[config.mk]
export PLATFORM = sky130hd
export DESIGN_NAME = dplca_txop_aging_param_flat
export DESIGN_NICKNAME = d
export VERILOG_FILES = /design/src/rtl/dplca_txop_aging_param_pkg.sv /design/src/rtl/dplca_txop_aging_param_if.sv /design/src/rtl/dplca_txop_aging_param_claim_table.sv /design/src/rtl/dplca_txop_aging_param.sv /design/src/flat_wrapper.sv
export SDC_FILE = /design/constraint.sdc
export NUM_CORES = 2
export LEC_CHECK = 0
export ABC_AREA = 1
export CAP_MARGIN = 10
export CORE_AREA = 2 2 425 427
export DETAILED_ROUTE_END_ITERATION = 7
export DIE_AREA = 0 0 427 429
export PLACE_DENSITY = 0.47
export RECOVER_POWER = 50
export SYNTH_ARGS = -nofsm -noshare
export SYNTH_HDL_FRONTEND = slang
export SYNTH_SLANG_ARGS = --single-unit
export TNS_END_PERCENT = 5
[constraint.sdc]
create_clock -name clk -period 3.3 [get_ports clk]
set_input_delay 0.99 -clock clk [delete_from_list [all_inputs] [get_ports clk]]
set_output_delay 0.99 -clock clk [all_outputs]
set_load 0.01 [all_outputs]
[src/rtl/dplca_txop_aging_param_pkg.sv]
// dplca_txop_aging_param_pkg: claim/state encodings, on/off constants and claim-table pack helpers
`define DPLCA_TBL_ENT(t, i) t[2*(i) +: 2]
`define DPLCA_TBL_FILL(n, v) {(n){v}}
package dplca_txop_aging_param_pkg;
  typedef enum logic [1:0] {
    CL_SOFT = 2'b00,
    CL_HARD = 2'b01,
    CL_NONE = 2'b10,
    CL_RSVD = 2'b11
  } claim_e;
  typedef enum logic [2:0] {
    ST_DISABLED = 3'd0,
    ST_WAIT     = 3'd1,
    ST_END      = 3'd2,
    ST_UPD      = 3'd3,
    ST_NOTIFY   = 3'd4
  } state_e;
  localparam logic ON = 1'b1;
  localparam logic OFF = 1'b0;
  localparam logic TRUE = 1'b1;
  localparam logic FALSE = 1'b0;
endpackage

[src/rtl/dplca_txop_aging_param_if.sv]
// dplca_txop_aging_param_if: aging block control/status bus; event-count signals exist only with DPLCA_AGING_STATS_EN
interface dplca_txop_aging_param_if #(
  parameter int N_ID = 256,
  parameter int ID_W = 8,
  parameter int CNT_W = 16
);
  logic              dplca_aging;
  logic              dplca_txop_end;
  logic [1:0]        dplca_txop_claim;
  logic [ID_W-1:0]   dplca_txop_id;
  logic [CNT_W-1:0]  soft_aging_cycles;
  logic [CNT_W-1:0]  hard_aging_cycles;
  logic [2*N_ID-1:0] txop_claim_table;
  logic [2*N_ID-1:0] txop_claim_table_new;
  logic [2:0]        state;
  logic [CNT_W-1:0]  short_cnt;
  logic [CNT_W-1:0]  long_cnt;
  logic              dplca_new_age;
  logic              dplca_soft_age;
  logic              dplca_txop_table_upd;
`ifdef DPLCA_AGING_STATS_EN
  logic [CNT_W-1:0]  hard_age_events;
  logic [CNT_W-1:0]  soft_age_events;
`endif
  modport master (
`ifdef DPLCA_AGING_STATS_EN
    input  hard_age_events, soft_age_events,
`endif
    output dplca_aging, dplca_txop_end, dplca_txop_claim, dplca_txop_id, soft_aging_cycles, hard_aging_cycles,
    input  txop_claim_table, txop_claim_table_new, state, short_cnt, long_cnt, dplca_new_age, dplca_soft_age,
           dplca_txop_table_upd
  );
  modport slave (
`ifdef DPLCA_AGING_STATS_EN
    output hard_age_events, soft_age_events,
`endif
    input  dplca_aging, dplca_txop_end, dplca_txop_claim, dplca_txop_id, soft_aging_cycles, hard_aging_cycles,
    output txop_claim_table, txop_claim_table_new, state, short_cnt, long_cnt, dplca_new_age, dplca_soft_age,
           dplca_txop_table_upd
  );
endinterface

[src/rtl/dplca_txop_aging_param_claim_table.sv]
// dplca_claim_table: N_ID x 2-bit claim registers with HARD-priority write, clear, clear-SOFT and bulk load
module dplca_claim_table
  import dplca_txop_aging_param_pkg::*;
#(
  parameter int N_ID = 256,
  parameter int ID_W = 8
) (
  input  logic              clk,
  input  logic              reset,
  input  logic              clr,
  input  logic              clr_soft,
  input  logic              load,
  input  logic [2*N_ID-1:0] load_tbl,
  input  logic              wr_en,
  input  logic [ID_W-1:0]   wr_idx,
  input  logic [1:0]        wr_claim,
  output logic [2*N_ID-1:0] tbl
);
  logic [2*N_ID-1:0] tbl_q, tbl_d, base;
  always_comb begin
    base = load ? load_tbl : tbl_q;
    tbl_d = base;
    for (int i = 0; i < N_ID; i++)
      `DPLCA_TBL_ENT(tbl_d, i) = (clr || (clr_soft && `DPLCA_TBL_ENT(base, i) == CL_SOFT)) ? CL_NONE :
        (wr_en && wr_idx == ID_W'(i) && !(wr_claim == CL_SOFT && `DPLCA_TBL_ENT(base, i) == CL_HARD)) ? wr_claim :
        `DPLCA_TBL_ENT(base, i);
  end
  always_ff @(posedge clk)
    tbl_q <= reset ? `DPLCA_TBL_FILL(N_ID, CL_NONE) : tbl_d;
  assign tbl = tbl_q;
endmodule

[src/rtl/dplca_txop_aging_param.sv]
// dplca_txop_aging_param: DPLCA TXOP claim-aging FSM with soft/hard aging counters (optional DPLCA_AGING_STATS_EN event counts)
module dplca_txop_aging_param
  import dplca_txop_aging_param_pkg::*;
#(
  parameter int N_ID = 256,
  parameter int ID_W = 8,
  parameter int CNT_W = 16
) (
  input logic clk,
  input logic reset,
  dplca_txop_aging_param_if.slave bus
);
  state_e            state_q, state_d;
  logic [CNT_W-1:0]  short_q, short_d, long_q, long_d;
  logic              new_age_q, new_age_d, soft_age_q, soft_age_d;
  logic              bnd, hard_fire, soft_fire, is_claim, wr_en, en;
  logic [2*N_ID-1:0] cur_tbl, new_tbl;
  always_comb begin
    en = bus.dplca_aging == ON;
    bnd = state_q == ST_END && bus.dplca_txop_id == '0;
    hard_fire = bnd && long_q >= bus.hard_aging_cycles;
    soft_fire = bnd && short_q >= bus.soft_aging_cycles;
    is_claim = bus.dplca_txop_claim == CL_HARD || bus.dplca_txop_claim == CL_SOFT;
    wr_en = state_q == ST_UPD && is_claim;
    state_d = !en ? ST_DISABLED :
      state_q == ST_DISABLED ? ST_WAIT :
      state_q == ST_WAIT ? (bus.dplca_txop_end ? ST_END : ST_WAIT) :
      state_q == ST_END ? (is_claim ? ST_UPD : ST_NOTIFY) :
      state_q == ST_UPD ? ST_NOTIFY :
      state_q == ST_NOTIFY ? (bus.dplca_txop_end ? ST_NOTIFY : ST_WAIT) : ST_DISABLED;
    long_d = (!en || hard_fire) ? '0 : (bnd && !(&long_q)) ? long_q + 1'b1 : long_q;
    short_d = (!en || soft_fire) ? '0 : (bnd && !(&short_q)) ? short_q + 1'b1 : short_q;
    new_age_d = !en ? OFF : state_q == ST_END ? hard_fire :
      (state_q == ST_NOTIFY && !bus.dplca_txop_end) ? OFF : new_age_q;
    soft_age_d = !en ? OFF : state_q == ST_END ? soft_fire :
      (state_q == ST_NOTIFY && !bus.dplca_txop_end) ? OFF : soft_age_q;
  end
  always_ff @(posedge clk) begin
    state_q <= reset ? ST_DISABLED : state_d;
    long_q <= reset ? '0 : long_d;
    short_q <= reset ? '0 : short_d;
    new_age_q <= reset ? OFF : new_age_d;
    soft_age_q <= reset ? OFF : soft_age_d;
  end
  dplca_claim_table #(.N_ID(N_ID), .ID_W(ID_W)) u_cur (
    .clk(clk), .reset(reset), .clr(!en), .clr_soft(soft_fire), .load(hard_fire), .load_tbl(new_tbl),
    .wr_en(wr_en), .wr_idx(bus.dplca_txop_id), .wr_claim(bus.dplca_txop_claim), .tbl(cur_tbl)
  );
  dplca_claim_table #(.N_ID(N_ID), .ID_W(ID_W)) u_new (
    .clk(clk), .reset(reset), .clr(!en || hard_fire), .clr_soft(OFF), .load(OFF), .load_tbl('0),
    .wr_en(wr_en), .wr_idx(bus.dplca_txop_id), .wr_claim(bus.dplca_txop_claim), .tbl(new_tbl)
  );
`ifdef DPLCA_AGING_STATS_EN
  logic [CNT_W-1:0] hard_ev_q, hard_ev_d, soft_ev_q, soft_ev_d;
  always_comb begin
    hard_ev_d = !en ? '0 : (hard_fire && !(&hard_ev_q)) ? hard_ev_q + 1'b1 : hard_ev_q;
    soft_ev_d = !en ? '0 : (soft_fire && !(&soft_ev_q)) ? soft_ev_q + 1'b1 : soft_ev_q;
  end
  always_ff @(posedge clk) begin
    hard_ev_q <= reset ? '0 : hard_ev_d;
    soft_ev_q <= reset ? '0 : soft_ev_d;
  end
  assign bus.hard_age_events = hard_ev_q;
  assign bus.soft_age_events = soft_ev_q;
`endif
  assign bus.txop_claim_table = cur_tbl;
  assign bus.txop_claim_table_new = new_tbl;
  assign bus.state = state_q;
  assign bus.short_cnt = short_q;
  assign bus.long_cnt = long_q;
  assign bus.dplca_new_age = new_age_q;
  assign bus.dplca_soft_age = soft_age_q;
  assign bus.dplca_txop_table_upd = state_q == ST_NOTIFY;
endmodule

[src/flat_wrapper.sv]
// flat-port wrapper written by rule: the top's interface ports become plain ports
module dplca_txop_aging_param_flat import dplca_txop_aging_param_pkg::*;
#(
  parameter int N_ID = 256,
  parameter int ID_W = 8,
  parameter int CNT_W = 16
)
  (clk, reset, bus_dplca_aging, bus_dplca_txop_end, bus_dplca_txop_claim, bus_dplca_txop_id, bus_soft_aging_cycles, bus_hard_aging_cycles, bus_txop_claim_table, bus_txop_claim_table_new, bus_state, bus_short_cnt, bus_long_cnt, bus_dplca_new_age, bus_dplca_soft_age, bus_dplca_txop_table_upd);
  dplca_txop_aging_param_if #(.N_ID(N_ID), .ID_W(ID_W), .CNT_W(CNT_W)) bus_i ();
  input logic clk;
  input logic reset;
  input wire logic [$bits(bus_i.dplca_aging)-1:0] bus_dplca_aging;
  input wire logic [$bits(bus_i.dplca_txop_end)-1:0] bus_dplca_txop_end;
  input wire logic [$bits(bus_i.dplca_txop_claim)-1:0] bus_dplca_txop_claim;
  input wire logic [$bits(bus_i.dplca_txop_id)-1:0] bus_dplca_txop_id;
  input wire logic [$bits(bus_i.soft_aging_cycles)-1:0] bus_soft_aging_cycles;
  input wire logic [$bits(bus_i.hard_aging_cycles)-1:0] bus_hard_aging_cycles;
  output wire logic [$bits(bus_i.txop_claim_table)-1:0] bus_txop_claim_table;
  output wire logic [$bits(bus_i.txop_claim_table_new)-1:0] bus_txop_claim_table_new;
  output wire logic [$bits(bus_i.state)-1:0] bus_state;
  output wire logic [$bits(bus_i.short_cnt)-1:0] bus_short_cnt;
  output wire logic [$bits(bus_i.long_cnt)-1:0] bus_long_cnt;
  output wire logic [$bits(bus_i.dplca_new_age)-1:0] bus_dplca_new_age;
  output wire logic [$bits(bus_i.dplca_soft_age)-1:0] bus_dplca_soft_age;
  output wire logic [$bits(bus_i.dplca_txop_table_upd)-1:0] bus_dplca_txop_table_upd;
  assign bus_i.dplca_aging = bus_dplca_aging;
  assign bus_i.dplca_txop_end = bus_dplca_txop_end;
  assign bus_i.dplca_txop_claim = bus_dplca_txop_claim;
  assign bus_i.dplca_txop_id = bus_dplca_txop_id;
  assign bus_i.soft_aging_cycles = bus_soft_aging_cycles;
  assign bus_i.hard_aging_cycles = bus_hard_aging_cycles;
  assign bus_txop_claim_table = bus_i.txop_claim_table;
  assign bus_txop_claim_table_new = bus_i.txop_claim_table_new;
  assign bus_state = bus_i.state;
  assign bus_short_cnt = bus_i.short_cnt;
  assign bus_long_cnt = bus_i.long_cnt;
  assign bus_dplca_new_age = bus_i.dplca_new_age;
  assign bus_dplca_soft_age = bus_i.dplca_soft_age;
  assign bus_dplca_txop_table_upd = bus_i.dplca_txop_table_upd;
  dplca_txop_aging_param #(.N_ID(N_ID), .ID_W(ID_W), .CNT_W(CNT_W)) u_core (.clk(clk), .reset(reset), .bus(bus_i));
endmodule
==> results.json <==
{
  "path_max_fanout": 27,
  "reg2reg_slack_ps": 380,
  "grt_max_degree": 120,
  "via_per_inst": 4.89,
  "power_frac_comb": 0.042,
  "row_count": 155,
  "num_vias": 57027,
  "numCtsBuffers": 133,
  "htree_levels": 4,
  "min_period_over_period": 0.987,
  "die_h_um": 429,
  "clock_sinks": 1061,
  "p_clk_frac": 0.515,
  "wirelength_mm": 259,
  "syn_area_um2": 50200,
  "root_buffer": "clkbuf_16",
  "drt_iter0_markers": 4541,
  "hold_path_depth": 2,
  "yosys-top-cells-count": "3,094 x nand2_1, 1,061 x dfxtp_1, 991 x o21ai_0, 795 x inv_1, 465 x nor2_1",
  "antenna_left": 0,
  "startpoint_type": "input port",
  "dr.pass1.iters": 6,
  "fill_cells": 18555,
  "tns_ps": 0,
  "r2r_start": "u_core.bus.long_cnt[0]",
  "fin_util": 0.405,
  "yosys_warnings": 0,
  "drv_cap": 1,
  "track_usage": 0.271,
  "synth.most_common_cell": "nand2_1",
  "syn2layout_area_growth_pct": 43.6,
  "gr-total-overflow": 0,
  "whs_ps": 463,
  "initial_utilization": 0.282,
  "synth-seq-cells": 1061,
  "r2r-end": "u_core.u_new.tbl[284]",
  "pre_cts_slack_ps": -551,
  "yosys.area.top_type_share": 0.423,
  "cts_resized": 1,
  "grt_pass1_wl_mm": 369,
  "final_nets": 9276,
  "min_path_type": "register to register",
  "swShare": 0.242,
  "synth_ff_type": "dfxtp_1",
  "clk_latency_ps": 770,
  "end_kind": "register",
  "post_drt_wl_per_cell_um": 22.2,
  "violations": "capacitance limit, slew limit",
  "cts_setup_buffers": 0,
  "reg2reg_depth": 16,
  "synth_top_area_cell": "dfxtp_1",
  "drc": 0,
  "fmax_ghz": 0.307,
  "hp-start": "u_core.bus.dplca_soft_age",
  "numPortBuffers": 1107,
  "multiInputGateArea_um2": 24400,
  "ir_drop_mv": 0.389,
  "synth-edff-count": 0,
  "status": "finished, violations left",
  "leakage_uw": 0.0340,
  "worst_pin_slew_ps": 1760,
  "p_switching_uw": 7010,
  "slew_viol_final": 27,
  "die-area_um2": 183000,
  "synth.net_count": 8000,
  "clockBufferDepth": 3,
  "syn_inst": 7920,
  "p_seq_frac": 0.442,
  "grt_pass1_vias": 52889,
  "die_width_um": 427,
  "cts_tree": "built",
  "core-area_um2": 178000,
  "period_minus_slack_ps": 3260,
  "final_hold_viol_count": 0,
  "cts_hold_buf": 0,
  "drive_gt1_frac": 0.0735,
  "antenna_found_initial": 14,
  "avgSynthCellArea_um2": 6.34,
  "dp.cells": 11416,
  "dp_hpwl_mm": 190,
  "path_clk_slew_ps": 60,
  "skew_ps": 28.7,
  "slew_headroom": -0.173,
  "seq_area_um2": 21200,
  "ys_seq_area_frac": 0.423,
  "ios": 1108,
  "setup_viol": 0,
  "rsz0062_at_grt": "no",
  "path_class": "input port to register",
  "ys_top_cells_by_area": "dfxtp_1 42%, nand2_1 23%, o21ai_0 9.9%",
  "p_int_uw": 22000,
  "stdcell_count": 11659,
  "hold_end": "u_core.bus.dplca_soft_age",
  "crit_required_ps": 3980,
  "gp_congestion": 0.903,
  "powerDensity_nw_per_um2": 402,
  "arrival_ps": 3940,
  "synth-async-reset-ratio": 0,
  "synth_cell_types": 38,
  "setup_slack_ps": 41.6
}
-- layout by cell type, fill, tap and decap left out, types with 15 or more instances in the layout --
cell type	instances
a21oi_1	347
buf_12	136
buf_4	291
clkbuf_1	37
clkbuf_16	140
clkbuf_8	31
clkdlybuf4s50_1	92
clkinv_2	15
dfxtp_1	1061
dlygate4sd3_1	1014
ha_1	34
inv_1	784
inv_2	17
nand2_1	3088
nand3_1	314
nand4_1	20
nor2_1	462
nor3_1	33
o21ai_0	991
o21ai_1	244
or2_1	24
-- worst max-delay path: stages --
cell and delay, ps:
clkdlybuf4s50_1 470, inv_1 110, nor2_4 170, dlymetal6s2s_1 1310, nand2_4 70, buf_6 250, buf_4 190, buf_12 150
nor3_1 180
-- kinds of logic (layout without fill, tap and decap cells) --
logic type      count (synthesis)  after routing  synth area share
simple gates                 3987           3987             0.311
compound gates               1616           1616             0.163
buf+inv                      1212           2588            0.0930
flops                        1061           1061             0.423
fa+ha+maj                      34             34           0.00847
xor+xnor                        9              9           0.00157
mux                             1              1          0.000199
other cells                     0              8                 0
-- worst max-delay path by stage --
stage	to	startpoint	slack, ps
2_1_floorplan	u_core.u_new.tbl[101]	bus_hard_aging_cycles[7]	310
3_3_place_gp	u_core.u_cur.tbl[161]	bus_hard_aging_cycles[15]	-560
3_5_place_dp	u_core.u_cur.tbl[24]	bus_hard_aging_cycles[15]	-550
4_1_cts	bus_dplca_txop_table_upd	u_core.bus.state[2]	30
5_1_grt	u_core.u_new.tbl[23]	bus_hard_aging_cycles[15]	5
6_report	u_core.bus.short_cnt[8]	bus_dplca_aging	40
-- sequential cells by signal (all words and copies together), names as in the netlist --
signal	flops
u_core.bus.long_cnt	16
u_core.bus.dplca_new_age	1
u_core.u_new.tbl	512
u_core.bus.dplca_soft_age	1
u_core.bus.state	3
u_core.u_cur.tbl	512
u_core.bus.short_cnt	16
-- stage by stage --
step                instance area, um2  total power, uW
finish                           72100            29000
global route                     72100            29800
CTS                              72200            29300
detailed placement               67800            14300
global placement                 67800            14300
floorplan                        50200            13600
-- layer usage --
metal	GRT usage	up-vias	wire (um)
li1	-	27717	-
met5	0	-	0
met4	0.156	0	17600
met1	0.331	26606	106000
met3	0.0474	507	15900
met2	0.447	2197	119000
-- area by class of cell --
class | instances | area share
multi-input combinational | 5647 | 0.338
sequential | 1061 | 0.295
timing repair buffer | 1544 | 0.223
clock buffer | 206 | 0.0563
inverter | 809 | 0.0424
tap | 2355 | 0.0409
clock inverter | 29 | 0.00458
antenna | 8 | 0.000278
-- power groups by stage --
| stage | registers, uW | clock network, uW | logic, uW |
|---|---|---|---|
| final | 12800 | 14900 | 1230 |
| after global routing | 12800 | 15700 | 1320 |
| after CTS | 12800 | 15200 | 1260 |
| after detailed placement | 13100 | 0 | 1250 |
| after global placement | 13100 | 0 | 1250 |
| after floorplan | 13100 | 0 | 540 |
(Power assumes the default switching activity.)
